--- src/rtl/traffic_light_ctrl.sv ---
// Highway / country-road traffic light controller with a tick prescaler and per-phase countdown.
// Highway holds green until a country vehicle has been latched; country green ends early when the road empties.
module traffic_light_ctrl #(
   parameter int unsigned TICK_DIV = 10,
   parameter int unsigned T_HG     = 59,
   parameter int unsigned T_Y      = 9,
   parameter int unsigned T_AR     = 1,
   parameter int unsigned T_CG     = 59
) (
   input  logic       clk,
   input  logic       rst,
   input  logic       sensor,
   output logic [2:0] hw_light,
   output logic [2:0] cr_light,
   output logic [6:0] time_left,
   output logic       phase_done,
   output logic [2:0] state_o
);

   localparam int unsigned PW = (TICK_DIV > 0) ? $clog2(TICK_DIV + 1) : 1;

   localparam logic [2:0] LampR = 3'b100;
   localparam logic [2:0] LampY = 3'b010;
   localparam logic [2:0] LampG = 3'b001;

   typedef enum logic [2:0] {
      StHg  = 3'd0,
      StHy  = 3'd1,
      StAr1 = 3'd2,
      StCg  = 3'd3,
      StCy  = 3'd4,
      StAr2 = 3'd5
   } state_e;

   state_e        state_q, state_d;
   logic [6:0]    time_q, time_d;
   logic [PW-1:0] presc_q, presc_d;
   logic          sens_lat_q, sens_lat_d;
   logic [2:0]    hw_q, hw_d, cr_q, cr_d;
   logic          tick;
   logic          time_zero;

   function automatic logic [6:0] phase_len(state_e s);
      case (s)
         StHg:         phase_len = 7'(T_HG);
         StHy, StCy:   phase_len = 7'(T_Y);
         StAr1, StAr2: phase_len = 7'(T_AR);
         StCg:         phase_len = 7'(T_CG);
         default:      phase_len = 7'(T_HG);
      endcase
   endfunction

   assign tick      = (presc_q == PW'(TICK_DIV));
   assign time_zero = (time_q == 7'd0);
   assign presc_d   = tick ? '0 : presc_q + PW'(1);

   always_ff @(posedge clk) begin
      if (rst) begin
         state_q    <= StHg;
         time_q     <= 7'(T_HG);
         presc_q    <= '0;
         sens_lat_q <= 1'b0;
         hw_q       <= LampG;
         cr_q       <= LampR;
      end else begin
         state_q    <= state_d;
         time_q     <= time_d;
         presc_q    <= presc_d;
         sens_lat_q <= sens_lat_d;
         hw_q       <= hw_d;
         cr_q       <= cr_d;
      end
   end

   always_comb begin
      state_d = state_q;
      case (state_q)
         StHg:    if (tick && time_zero && sens_lat_q) state_d = StHy;
         StHy:    if (tick && time_zero) state_d = StAr1;
         StAr1:   if (tick && time_zero) state_d = StCg;
         StCg:    if (tick && (time_zero || !sensor)) state_d = StCy;
         StCy:    if (tick && time_zero) state_d = StAr2;
         StAr2:   if (tick && time_zero) state_d = StHg;
         // Unused codes recover to highway green without waiting for a tick.
         default: state_d = StHg;
      endcase

      time_d = time_q;
      if (state_d != state_q) begin
         time_d = phase_len(state_d);
      end else if (tick && !time_zero) begin
         time_d = time_q - 7'd1;
      end

      // Entering country green consumes the request; a same-cycle set is dropped.
      sens_lat_d = sens_lat_q;
      if (state_d == StCg && state_q != StCg) begin
         sens_lat_d = 1'b0;
      end else if (sensor && state_q != StCg) begin
         sens_lat_d = 1'b1;
      end
   end

   always_comb begin
      hw_d = LampR;
      cr_d = LampR;
      case (state_d)
         StHg:    hw_d = LampG;
         StHy:    hw_d = LampY;
         StCg:    cr_d = LampG;
         StCy:    cr_d = LampY;
         default: ;
      endcase
   end

   assign phase_done = tick && (state_d != state_q) && !rst;
   assign hw_light   = hw_q;
   assign cr_light   = cr_q;
   assign time_left  = time_q;
   assign state_o    = state_q;

endmodule
--- config.mk ---
export PLATFORM = sky130hd
export DESIGN_NAME = traffic_light_ctrl
export DESIGN_NICKNAME = d
export VERILOG_FILES = /design/src/rtl/traffic_light_ctrl.sv
export SDC_FILE = /design/constraint.sdc
export NUM_CORES = 1
export LEC_CHECK = 0
export BUFFER_PORTS_ARGS = -buffer_cell sky130_fd_sc_hd__clkbuf_2
export CAP_MARGIN = 5
export CORE_UTILIZATION = 35
export DETAILED_ROUTE_END_ITERATION = 10
export GPL_TIMING_DRIVEN = 0
export HOLD_SLACK_MARGIN = 0.03
export PLACE_DENSITY = 0.64
export SLEW_MARGIN = 25
export SYNTH_ARGS = -nofsm -noshare
export SYNTH_HDL_FRONTEND = slang
export SYNTH_SLANG_ARGS = --single-unit
--- constraint.sdc ---
create_clock -name clk -period 2 [get_ports clk]
set_clock_uncertainty 0.1 [all_clocks]
set_input_delay 0.4 -clock clk [delete_from_list [all_inputs] [get_ports clk]]
set_output_delay 0.4 -clock clk [all_outputs]
set_load 0.02 [all_outputs]
==> results.md <==
- Post-synth ARST share: 0%
- Io pins: 20
- Synth Net Count: 125
- FMAX: 410 MHz
- Maximum vdd drop: 0.000210 V
- DRT antenna net count: 0
- #FFs+latches synth: 21
- CTS tree: built
- Vias in the first global route: 877
- Initial Util: 36.6%
- Post-synth EDFFs: 0
- DRC: 0
- Sequential element share of the synthesized area: 37.6%
- Layout cell share with drive strength beyond 1: 38.0%
- Final slew viol count: 0
- Final min period: 2440 ps
- WS Path Type: register to primary output
- Antenna Cells: 0
- Leakage: 0.544 nW
- Final setup vio count: 3
- Input/output buffers: 19
- GR Overflow Total: 0
- Failing checks: setup timing
- Core ar.: 3050 um2
- Overall power: 666 uW
- Worst Path Arrival: 1940 ps
- Status: finished, violations left
- Layout Cells excl Fill: 194
- Synth Cell Area: 1120 um2
- CTS clock-pin slew for the worst setup and hold paths: 120 ps
- Pwr dens: 466 nW/um2
- Final Util: 46.8%
- Crit share post-route: 122%
- RSZ-0062 raised after global routing: yes
- CP endpoint kind: primary output
- Clk sinks: 21
- Primary FF master, synth: dfxtp_1
- Clock Latency Late Sink: 300 ps
- Worst Path Required: 1500 ps
- Die ar.: 3420 um2
- Initial DRC Count: 35
- Root Buffer: clkbuf_4
- GRT Overall Usage: 15.5%
- Hpwl dp: 1660 um
- Row count: 20
- First-pass GRT wire length: 4000 um
- # Max-Cap Violations: 0
- Antenna violations before repair: 0
- Average size of a mapped cell: 9.39 um2
- Synth Instances: 119
- Cells after DPL: 182
- Num CTS Buffers: 3
- Number of fill cells: 324
- Crit start category: register
- Drt first pass iters: 4
- H-tree levels: 1
- Ys Warns: 0
- Worst Path Max Fanout: 4
- Hold Fails Final Rpt: 0
- RD Place Congestion: 0.772
- Post-Route WL: 2330 um
- Distinct cells, synth: 44
- Most frequent cells in the layout: 18 x dfxtp_1, 18 x clkbuf_2, 12 x nand2_1
- Hold buffers post-CTS: 0
- Die height: 58.5 um
- Area growth syn-to-layout: 27.9%
- Slew headroom: 67.6%
- Worst-Margin Slew: 485 ps
- Routed wire per std cell: 12.0 um
- Via-per-instance ratio: 4.82
- Clock buffer depth: 2
- Largest net degree at the start of global routing: 13
- Nets: 157
- Die X: 58.5 um
- Final WS setup: -438 ps
- Worst Hold Class: input pin to register
- Via count: 935
## what timing repair did
item	in CTS	in global routing
setup buffers	8	0
pin swaps	3	4
endpoints found under the setup margin	7	9
resized for setup	4	6
cloned	0	0
## synth_stat cells (2+ instances only)
| cell type | n | area, um2 |
|---|---|---|
| dfxtp_1 | 21 | 420 |
| nand2_1 | 12 | 45.0 |
| a21oi_1 | 10 | 50.1 |
| nor3_1 | 9 | 45.0 |
| xnor2_1 | 7 | 61.3 |
| inv_1 | 5 | 18.8 |
| nor2_1 | 4 | 15.0 |
| and2_1 | 3 | 18.8 |
| ha_1 | 3 | 37.5 |
| o21ai_1 | 3 | 15.0 |
| a211oi_1 | 2 | 15.0 |
| nor2b_1 | 2 | 12.5 |
| nor4_2 | 2 | 25.0 |
| o211a_1 | 2 | 20.0 |
| o21ai_0 | 2 | 10.0 |
| or2_1 | 2 | 12.5 |
| or3_1 | 2 | 12.5 |
| xor2_1 | 2 | 17.5 |
## final timing paths
check	start	end	slack (ps)	depth (start not counted)
setup / recovery	time_left[1]	phase_done	-440	8
setup reg to reg	presc_q[0]	time_left[6]	-30	7
hold reg to reg	presc_q[0]	presc_q[0]	350	1
hold / removal	rst	hw_light[0]	290	3
## per-layer routing
metal,GRT usage [%],part of all wire (%)
met1,20.2,47
met2,25.3,48
met3,3.08,3.3
met4,6.12,1.2
met5,0,0
## kinds of logic (layout without fill, tap and decap cells)
| kind of cell | Yosys count | in the layout | synth area share (%) |
|---|---|---|---|
| buffers and inverters | 10 | 41 | 5.37 |
| and+or+nand+nor | 46 | 46 | 27.4 |
| muxes | 1 | 1 | 0.896 |
| AOI/OAI and AO/OA | 29 | 29 | 18.3 |
| DFF | 21 | 21 | 37.6 |
| xor gates and xnor gates | 9 | 9 | 7.06 |
| adders and majority gates | 3 | 3 | 3.36 |
## stage by stage
step	setup slack, ps	hold WS (ps)	instance area (um2)	TNS [ps]
4_1_cts	-442	289	1400	-442
5_1_grt	-535	290	1430	-1210
3_3_place_gp	-289	366	1290	-559
3_5_place_dp	-292	380	1290	-809
6_report	-438	287	1430	-471
2_1_floorplan	-78.8	351	1140	-78.8
## report_power, final
| group | switching, mW | internal [mW] | total (mW) |
|---|---|---|---|
| clock network | 0.131 | 0.0746 | 0.205 |
| logic | 0.0182 | 0.0132 | 0.0313 |
| registers | 0.00687 | 0.423 | 0.430 |
| total | 0.156 | 0.510 | 0.666 |
## critical path: stages (launching register included)
cell	delay [ps]
dfxtp_4	370
inv_4	60
ha_4	120
nor3b_4	270
o2111ai_2	170
o22a_2	280
o21ai_2	60
and3_4	200
buf_8	110
## flip-flops by register name, summed over array words and instances, names as in the netlist
name	flops
presc_q	4
time_left	7
cr_light	3
state_o	3
hw_light	3
sens_lat_q	1
## final cells by class
class | instances | area [um2] | share of cell area, %
multi-input cells | 88 | 687 | 48.1
flip-flops and latches | 21 | 429 | 30.0
clock inverters | 1 | 5.00 | 0.350
clock buffers | 3 | 22.5 | 1.58
plain buffers | 5 | 41.3 | 2.89
inverters | 5 | 23.8 | 1.66
well taps | 44 | 55.1 | 3.85
repair buffers | 27 | 165 | 11.6
(Power assumes the default switching activity.)
